$ cat config.mk
export PLATFORM = sky130hd
export DESIGN_NAME = mem_arbiter_flat
export DESIGN_NICKNAME = d
export VERILOG_FILES = /design/src/rtl/risky_pkg.sv /design/src/rtl/mem_arbiter_if.sv /design/src/rtl/mem_arb_pick.sv /design/src/rtl/mem_arbiter.sv /design/src/flat_wrapper.sv
export SDC_FILE = /design/constraint.sdc
export NUM_CORES = 1
export LEC_CHECK = 0
export CAP_MARGIN = 20
export CORE_ASPECT_RATIO = 0.7
export CORE_MARGIN = 2
export CORE_UTILIZATION = 33
export DETAILED_ROUTE_END_ITERATION = 7
export GPL_ROUTABILITY_DRIVEN = 0
export PLACE_DENSITY_LB_ADDON = 0.08
export SYNTH_ARGS = -nofsm -noshare
export SYNTH_HDL_FRONTEND = slang
export SYNTH_SLANG_ARGS = --single-unit
$ cat constraint.sdc
create_clock -name clk -period 2.4 [get_ports clk]
set_input_delay 0.48 -clock clk [delete_from_list [all_inputs] [get_ports clk]]
set_output_delay 0.48 -clock clk [all_outputs]
set_load 0.01 [all_outputs]
$ cat src/rtl/risky_pkg.sv
// Shared types and defaults for the unified memory arbiter.
// The optional MEM_ARB_RR_EN build macro (see mem_arb_pick) switches
// tie-breaking from fixed data-over-fetch priority to round-robin.
package risky_pkg;

    typedef enum logic [1:0] {
        ARB_IDLE,
        ARB_WAIT,
        ARB_RESP
    } arb_state_e;

    typedef enum logic {
        OWN_IF,
        OWN_DM
    } arb_owner_e;

    localparam int DEFAULT_MEM_LATENCY = 2;

endpackage

$ cat src/rtl/mem_arbiter_if.sv
// Bus bundle for mem_arbiter: fetch port, data port and the shared
// single-port memory. The master modport is the arbiter's view; the slave
// modport is the view of the surrounding pipeline and memory.
interface mem_arbiter_if #(
    parameter int ADDR_W = 32,
    parameter int DATA_W = 32
);
    localparam int BE_W = DATA_W / 8;

    logic              if_req_i;
    logic [ADDR_W-1:0] if_addr_i;
    logic              if_gnt_o;
    logic              if_rvalid_o;
    logic [DATA_W-1:0] if_rdata_o;

    logic              dm_req_i;
    logic              dm_we_i;
    logic [BE_W-1:0]   dm_be_i;
    logic [ADDR_W-1:0] dm_addr_i;
    logic [DATA_W-1:0] dm_wdata_i;
    logic              dm_gnt_o;
    logic              dm_rvalid_o;
    logic [DATA_W-1:0] dm_rdata_o;

    logic              mem_req_o;
    logic              mem_we_o;
    logic [BE_W-1:0]   mem_be_o;
    logic [ADDR_W-1:0] mem_addr_o;
    logic [DATA_W-1:0] mem_wdata_o;
    logic [DATA_W-1:0] mem_rdata_i;

    modport master (
        input  if_req_i, if_addr_i,
        output if_gnt_o, if_rvalid_o, if_rdata_o,
        input  dm_req_i, dm_we_i, dm_be_i, dm_addr_i, dm_wdata_i,
        output dm_gnt_o, dm_rvalid_o, dm_rdata_o,
        output mem_req_o, mem_we_o, mem_be_o, mem_addr_o, mem_wdata_o,
        input  mem_rdata_i
    );

    modport slave (
        output if_req_i, if_addr_i,
        input  if_gnt_o, if_rvalid_o, if_rdata_o,
        output dm_req_i, dm_we_i, dm_be_i, dm_addr_i, dm_wdata_i,
        input  dm_gnt_o, dm_rvalid_o, dm_rdata_o,
        input  mem_req_o, mem_we_o, mem_be_o, mem_addr_o, mem_wdata_o,
        output mem_rdata_i
    );

endinterface

$ cat src/rtl/mem_arb_pick.sv
// Combinational winner select between the fetch and data requesters.
// Default build: data always beats fetch on a tie.
// With MEM_ARB_RR_EN defined: a tie goes to the port that was not granted last.
module mem_arb_pick
    import risky_pkg::*;
(
    input  logic       if_req,
    input  logic       dm_req,
    input  arb_owner_e last_owner,
    output arb_owner_e winner
);

`ifdef MEM_ARB_RR_EN
    // On a tie alternate away from the previous owner; otherwise the lone requester wins.
    always_comb begin
        winner = OWN_IF;
        if (if_req && dm_req) begin
            winner = (last_owner == OWN_IF) ? OWN_DM : OWN_IF;
        end else if (dm_req) begin
            winner = OWN_DM;
        end
    end
`else
    logic unused_pick;
    assign unused_pick = if_req ^ (last_owner == OWN_DM);

    // Data port has fixed priority; fetch wins only when data is idle.
    always_comb begin
        winner = OWN_IF;
        if (dm_req) begin
            winner = OWN_DM;
        end
    end
`endif

endmodule

$ cat src/rtl/mem_arbiter.sv
// Unified memory arbiter: shares one fixed-latency single-port memory between
// the fetch stage (reads) and the mem-access stage (reads and writes), with a
// single transaction in flight. Build macro MEM_ARB_RR_EN selects round-robin
// tie-breaking and adds a last-owner flop; without it data beats fetch.
module mem_arbiter
    import risky_pkg::*;
#(
    parameter int ADDR_W      = 32,
    parameter int DATA_W      = 32,
    parameter int MEM_LATENCY = DEFAULT_MEM_LATENCY
) (
    input  logic          clk,
    input  logic          rst,
    mem_arbiter_if.master bus
);

    localparam int BE_W = DATA_W / 8;
    localparam int CNT_W = (MEM_LATENCY > 1) ? $clog2(MEM_LATENCY) : 1;
    localparam logic [CNT_W-1:0] CNT_LOAD = CNT_W'(MEM_LATENCY - 1);

    arb_state_e        state_q, state_d;
    arb_owner_e        owner_q, owner_d;
    arb_owner_e        winner;
    arb_owner_e        last_owner;
    logic              txn_we_q, txn_we_d;
    logic [CNT_W-1:0]  cnt_q, cnt_d;
    logic [DATA_W-1:0] if_rdata_q, if_rdata_d;
    logic [DATA_W-1:0] dm_rdata_q, dm_rdata_d;

    logic              any_req;
    logic              can_grant;
    logic              if_gnt;
    logic              dm_gnt;
    logic              mem_req;
    logic              mem_we;
    logic [BE_W-1:0]   mem_be;
    logic [ADDR_W-1:0] mem_addr;
    logic [DATA_W-1:0] mem_wdata;

    assign any_req = bus.if_req_i | bus.dm_req_i;

    mem_arb_pick u_pick (
        .if_req     (bus.if_req_i),
        .dm_req     (bus.dm_req_i),
        .last_owner (last_owner),
        .winner     (winner)
    );

`ifdef MEM_ARB_RR_EN
    arb_owner_e last_owner_q, last_owner_d;

    // Remember which port received the most recent grant for tie-breaking.
    always_comb begin
        last_owner_d = last_owner_q;
        if (if_gnt) begin
            last_owner_d = OWN_IF;
        end else if (dm_gnt) begin
            last_owner_d = OWN_DM;
        end
    end

    // Last-owner register starts at fetch so the first tie goes to data.
    always_ff @(posedge clk or posedge rst) begin
        if (rst) begin
            last_owner_q <= OWN_IF;
        end else begin
            last_owner_q <= last_owner_d;
        end
    end

    assign last_owner = last_owner_q;
`else
    assign last_owner = OWN_IF;
`endif

    // Next-state, grant and memory-strobe logic; RESP doubles as an IDLE cycle.
    always_comb begin
        state_d    = state_q;
        owner_d    = owner_q;
        txn_we_d   = txn_we_q;
        cnt_d      = cnt_q;
        if_rdata_d = if_rdata_q;
        dm_rdata_d = dm_rdata_q;
        can_grant  = 1'b0;
        if_gnt     = 1'b0;
        dm_gnt     = 1'b0;
        mem_req    = 1'b0;
        mem_we     = 1'b0;
        mem_be     = '0;
        mem_addr   = '0;
        mem_wdata  = '0;

        case (state_q)
            ARB_IDLE: begin
                can_grant = 1'b1;
            end
            ARB_WAIT: begin
                if (cnt_q != '0) begin
                    cnt_d = cnt_q - CNT_W'(1);
                end else begin
                    if (!txn_we_q) begin
                        if (owner_q == OWN_IF) begin
                            if_rdata_d = bus.mem_rdata_i;
                        end else begin
                            dm_rdata_d = bus.mem_rdata_i;
                        end
                    end
                    state_d = ARB_RESP;
                end
            end
            ARB_RESP: begin
                can_grant = 1'b1;
                state_d   = ARB_IDLE;
            end
            default: begin
                state_d = ARB_IDLE;
            end
        endcase

        if (can_grant && any_req && !rst) begin
            mem_req = 1'b1;
            owner_d = winner;
            cnt_d   = CNT_LOAD;
            state_d = ARB_WAIT;
            if (winner == OWN_DM) begin
                dm_gnt    = 1'b1;
                mem_we    = bus.dm_we_i;
                mem_be    = bus.dm_be_i;
                mem_addr  = bus.dm_addr_i;
                mem_wdata = bus.dm_wdata_i;
                txn_we_d  = bus.dm_we_i;
            end else begin
                if_gnt    = 1'b1;
                mem_be    = '1;
                mem_addr  = bus.if_addr_i;
                txn_we_d  = 1'b0;
            end
        end
    end

    // State, ownership, latency counter and per-port read-data registers.
    always_ff @(posedge clk or posedge rst) begin
        if (rst) begin
            state_q    <= ARB_IDLE;
            owner_q    <= OWN_IF;
            txn_we_q   <= 1'b0;
            cnt_q      <= '0;
            if_rdata_q <= '0;
            dm_rdata_q <= '0;
        end else begin
            state_q    <= state_d;
            owner_q    <= owner_d;
            txn_we_q   <= txn_we_d;
            cnt_q      <= cnt_d;
            if_rdata_q <= if_rdata_d;
            dm_rdata_q <= dm_rdata_d;
        end
    end

    assign bus.if_gnt_o    = if_gnt;
    assign bus.dm_gnt_o    = dm_gnt;
    assign bus.if_rvalid_o = (state_q == ARB_RESP) && (owner_q == OWN_IF);
    assign bus.dm_rvalid_o = (state_q == ARB_RESP) && (owner_q == OWN_DM);
    assign bus.if_rdata_o  = if_rdata_q;
    assign bus.dm_rdata_o  = dm_rdata_q;
    assign bus.mem_req_o   = mem_req;
    assign bus.mem_we_o    = mem_we;
    assign bus.mem_be_o    = mem_be;
    assign bus.mem_addr_o  = mem_addr;
    assign bus.mem_wdata_o = mem_wdata;

    if_req_held: assert property (@(posedge clk) disable iff (rst)
        (bus.if_req_i && !if_gnt) |=> bus.if_req_i);

    dm_req_held: assert property (@(posedge clk) disable iff (rst)
        (bus.dm_req_i && !dm_gnt) |=> bus.dm_req_i);

endmodule

$ cat src/flat_wrapper.sv
// flat-port wrapper written by rule: the top's interface ports become plain ports
module mem_arbiter_flat import risky_pkg::*;
#(
    parameter int ADDR_W      = 32,
    parameter int DATA_W      = 32,
    parameter int MEM_LATENCY = DEFAULT_MEM_LATENCY
)
  (clk, rst, bus_if_req_i, bus_if_addr_i, bus_if_gnt_o, bus_if_rvalid_o, bus_if_rdata_o, bus_dm_req_i, bus_dm_we_i, bus_dm_be_i, bus_dm_addr_i, bus_dm_wdata_i, bus_dm_gnt_o, bus_dm_rvalid_o, bus_dm_rdata_o, bus_mem_req_o, bus_mem_we_o, bus_mem_be_o, bus_mem_addr_o, bus_mem_wdata_o, bus_mem_rdata_i);
  mem_arbiter_if #(.ADDR_W(ADDR_W), .DATA_W(DATA_W)) bus_i ();
  input  logic clk;
  input  logic rst;
  input wire logic [$bits(bus_i.if_req_i)-1:0] bus_if_req_i;
  input wire logic [$bits(bus_i.if_addr_i)-1:0] bus_if_addr_i;
  output wire logic [$bits(bus_i.if_gnt_o)-1:0] bus_if_gnt_o;
  output wire logic [$bits(bus_i.if_rvalid_o)-1:0] bus_if_rvalid_o;
  output wire logic [$bits(bus_i.if_rdata_o)-1:0] bus_if_rdata_o;
  input wire logic [$bits(bus_i.dm_req_i)-1:0] bus_dm_req_i;
  input wire logic [$bits(bus_i.dm_we_i)-1:0] bus_dm_we_i;
  input wire logic [$bits(bus_i.dm_be_i)-1:0] bus_dm_be_i;
  input wire logic [$bits(bus_i.dm_addr_i)-1:0] bus_dm_addr_i;
  input wire logic [$bits(bus_i.dm_wdata_i)-1:0] bus_dm_wdata_i;
  output wire logic [$bits(bus_i.dm_gnt_o)-1:0] bus_dm_gnt_o;
  output wire logic [$bits(bus_i.dm_rvalid_o)-1:0] bus_dm_rvalid_o;
  output wire logic [$bits(bus_i.dm_rdata_o)-1:0] bus_dm_rdata_o;
  output wire logic [$bits(bus_i.mem_req_o)-1:0] bus_mem_req_o;
  output wire logic [$bits(bus_i.mem_we_o)-1:0] bus_mem_we_o;
  output wire logic [$bits(bus_i.mem_be_o)-1:0] bus_mem_be_o;
  output wire logic [$bits(bus_i.mem_addr_o)-1:0] bus_mem_addr_o;
  output wire logic [$bits(bus_i.mem_wdata_o)-1:0] bus_mem_wdata_o;
  input wire logic [$bits(bus_i.mem_rdata_i)-1:0] bus_mem_rdata_i;
  assign bus_i.if_req_i = bus_if_req_i;
  assign bus_i.if_addr_i = bus_if_addr_i;
  assign bus_if_gnt_o = bus_i.if_gnt_o;
  assign bus_if_rvalid_o = bus_i.if_rvalid_o;
  assign bus_if_rdata_o = bus_i.if_rdata_o;
  assign bus_i.dm_req_i = bus_dm_req_i;
  assign bus_i.dm_we_i = bus_dm_we_i;
  assign bus_i.dm_be_i = bus_dm_be_i;
  assign bus_i.dm_addr_i = bus_dm_addr_i;
  assign bus_i.dm_wdata_i = bus_dm_wdata_i;
  assign bus_dm_gnt_o = bus_i.dm_gnt_o;
  assign bus_dm_rvalid_o = bus_i.dm_rvalid_o;
  assign bus_dm_rdata_o = bus_i.dm_rdata_o;
  assign bus_mem_req_o = bus_i.mem_req_o;
  assign bus_mem_we_o = bus_i.mem_we_o;
  assign bus_mem_be_o = bus_i.mem_be_o;
  assign bus_mem_addr_o = bus_i.mem_addr_o;
  assign bus_mem_wdata_o = bus_i.mem_wdata_o;
  assign bus_i.mem_rdata_i = bus_mem_rdata_i;
  mem_arbiter #(.ADDR_W(ADDR_W), .DATA_W(DATA_W), .MEM_LATENCY(MEM_LATENCY)) u_core (.clk(clk), .rst(rst), .bus(bus_i));
endmodule
==> flow_metrics.tcl <==
set metrics [dict create \
    run_status "complete, no violations" \
    fillers 744 \
    yosys.area.top_type "dfrtp_1" \
    grt_max_degree 40 \
    finalSetupViolCount 0 \
    synthesis.instances 237 \
    cts_made_buffers 9 \
    cp_top_family "buffers and inverters" \
    clk_path_buf_depth 2 \
    clk_latency_ns 0.33 \
    worst_path_largest_cell_delay_ns 0.45 \
    n_antenna_cell 0 \
    slew_violations 0 \
    fin_crit_sh_pct 97.8 \
    ys_ff_latch 69 \
    initial_utilization_pct 34.0 \
    syn_area_um2 3290 \
    grt-ovfl-total 0 \
    drc_errors 0 \
    routed-wl-met2_mm 6.32 \
    crit_required_ns 1.92 \
    hold_path.class "flop to flop" \
    design.portCount 275 \
    multi_input_area_um2 1490 \
    rsz0062_at_grt "yes" \
    cp-start-kind "flop" \
    drtIter0Drc 145 \
    cts_sinks 69 \
    core_area_um2 9680 \
    cp-end-kind "primary output" \
    ff_latch_area_um2 1730 \
    num_rows 30 \
    layout-drive-gt1-share_pct 26.2 \
    place_inst 636 \
    power_density_nw_per_um2 1060 \
    die_x_um 123 \
    maxCapViolCount 0 \
    cts_tree "yes" \
    synth_top_cell_area_share_pct 52.5 \
    wirelength_mm 12.5 \
    slew-limit-headroom_pct 67.1 \
    hold_violations 0 \
    wl_met1_mm 5.11 \
    grt_use_total_pct 23.0 \
    final_antenna_net_count 0 \
    fin_nets 675 \
    worstMarginPinSlew_ns 0.493 \
    grt_pass1_vias 3316 \
    ir_drop_mv 0.543 \
    power_leakage_nw 3.16 \
    crit_chain "nor4b_4, buf_6, buf_12, a22o_1, clkdlybuf4s15_1" \
    fp.dieH_um 87.5 \
    tns_ns 0 \
    crit_type "flop to primary output" \
    max_freq_ghz 0.426 \
    clk_pin_slew_ns 0.05 \
    fin_worst_skew_ns 0.00341 \
    fin_util_pct 69.2 \
    ys_types 20 \
    cts-root-buf "clkbuf_16" \
    critPathMaxFanout 5 \
    io_buffers 274 \
    worst_ep_arrival_time_ns 1.87 \
    synth_area_leaders "dfrtp_1, mux2_4, mux2_2" \
    routed.top_layer "met4" \
    fin_cells 671 \
    min_period_ns 2.35 \
    grt_pass1_wl_mm 18.5 \
    fin_area_um2 6700 \
    synthesis.nets 374 \
    antenna_found_initial 0 \
    route.vias.total 3129 \
    wl_per_cell_um 18.7 \
    critPathSlowestCell "dfrtp_2" \
    ys_seq_area_share_pct 52.5 \
    syn_to_final_growth_pct 104 \
    place_area_um2 6240 \
    hpwl_mm 9.41 \
    dieArea_um2 10800 \
    synth-warning-count 0 \
    dr.pass1.iters 4 \
    crit_buf_inv 3 \
    wl_met3_um 916 \
    vias_per_cell 4.66 \
    htree_levels 3 \
    syn_area_per_cell_um2 13.9 \
]
-- cells by family after synthesis --
| group | share of synthesized area, % |
|---|---|
| flops | 52.5 |
| mux | 25.3 |
| simple gates | 8.86 |
| compound gates | 10.2 |
| buf+inv | 3.12 |
-- cell type report --
| cell class | count | share of cell area, % |
|---|---|---|
| clock buffers | 11 | 3.77 |
| clock inverters | 5 | 1.59 |
| inverters | 3 | 0.168 |
| multi-input cells | 148 | 22.2 |
| flip-flops and latches | 69 | 25.8 |
| well taps | 128 | 2.39 |
| repair buffers | 307 | 44.1 |
-- cells in the final DEF (no fill, tap or decap), types with 2 or more instances in the layout --
cell             count
clkdlybuf4s50_1    201
dfrtp_1             68
dlygate4sd2_1       37
and2_1              33
mux2_2              32
a22o_1              32
mux2_4              30
buf_4               21
clkbuf_2            19
clkdlybuf4s15_1     12
clkbuf_16            9
buf_6                7
a21o_1               6
bufinv_16            3
buf_2                3
nor2_1               2
inv_1                2
nand2_1              2
mux2_1               2
clkbuf_8             2
buf_16               2
buf_12               2
-- path summary, 6_finish.rpt --
check                      cells past startpoint                                  start  slack (ns)                               endpoint
setup / recovery                               5          u_core.state_q[0]$_DFFE_PP0P_        0.05                     bus_mem_addr_o[27]
hold / removal                                 1  u_core.bus.if_rdata_o[26]$_DFFE_PP0P_        0.49  u_core.bus.if_rdata_o[26]$_DFFE_PP0P_
setup reg to reg                               5          u_core.state_q[0]$_DFFE_PP0P_        0.28  u_core.bus.dm_rdata_o[28]$_DFFE_PP0P_
hold reg to reg                                1  u_core.bus.if_rdata_o[26]$_DFFE_PP0P_        0.49  u_core.bus.if_rdata_o[26]$_DFFE_PP0P_
max in group asynchronous                      4                                    rst        1.47          u_core.state_q[0]$_DFFE_PP0P_
min in group asynchronous                      4                                    rst        0.52            u_core.txn_we_q$_DFFE_PP0P_
-- registers in the layout, indices dropped and copies added (netlist names) --
signal / flops
u_core.bus.dm_rdata_o: 32
u_core.bus.if_rdata_o: 32
u_core.state_q: 2
u_core.cnt_q: 1
u_core.owner_q: 1
u_core.txn_we_q: 1
-- where the power goes --
group          total [mW]  switching [mW]  internal (mW)
Combinational        3.40            1.21           2.19
Clock                1.55           0.475           1.07
Sequential           2.14           0.372           1.76
Total                7.08            2.06           5.02
-- synth_stat cells --
cell type,instances
a21o_1,6
a22o_1,32
and2_1,33
and3b_1,1
buf_2,4
buf_6,3
clkbuf_1,10
dfrtp_1,69
inv_1,3
mux2_1,2
mux2_2,32
mux2_4,30
nand2_1,2
nand2b_2,1
nor2_1,2
nor3b_1,2
nor4_2,1
nor4b_2,1
o21ai_0,2
or4b_1,1
-- repair_timing --
action,CTS,global route
hold buffers,0,0
pin swaps,3,1
gates resized for setup,104,46
gates cloned,6,0
setup buffers,8,6
endpoints found under the setup margin,72,33
-- worst reg2reg max path: cells and delay by family, from the launching register on --
family / cells / cell delay [ns]
buf+inv: 2 / 0.45
flops: 1 / 0.43
simple gates: 2 / 0.78
mux: 1 / 0.35
-- metrics by stage --
| stage | total power [mW] | worst slack [ns] | hold WS [ns] |
|---|---|---|---|
| 2_1_floorplan | 3.58 | 0.180 | 0.474 |
| 3_3_place_gp | 5.47 | -0.401 | 0.467 |
| 3_5_place_dp | 5.53 | -0.464 | 0.484 |
| 4_1_cts | 7.14 | 0.000426 | 0.501 |
| 5_1_grt | 7.46 | -0.00817 | 0.514 |
| 6_report | 7.08 | 0.0535 | 0.493 |
-- routing by layer --
layer  up-vias  global-route usage [%]
met5         -                       0
met1      1524                    29.5
met3        16                    7.55
li1       1460                       -
met2       129                    37.1
met4         0                    7.23
(Power assumes the default switching activity.)
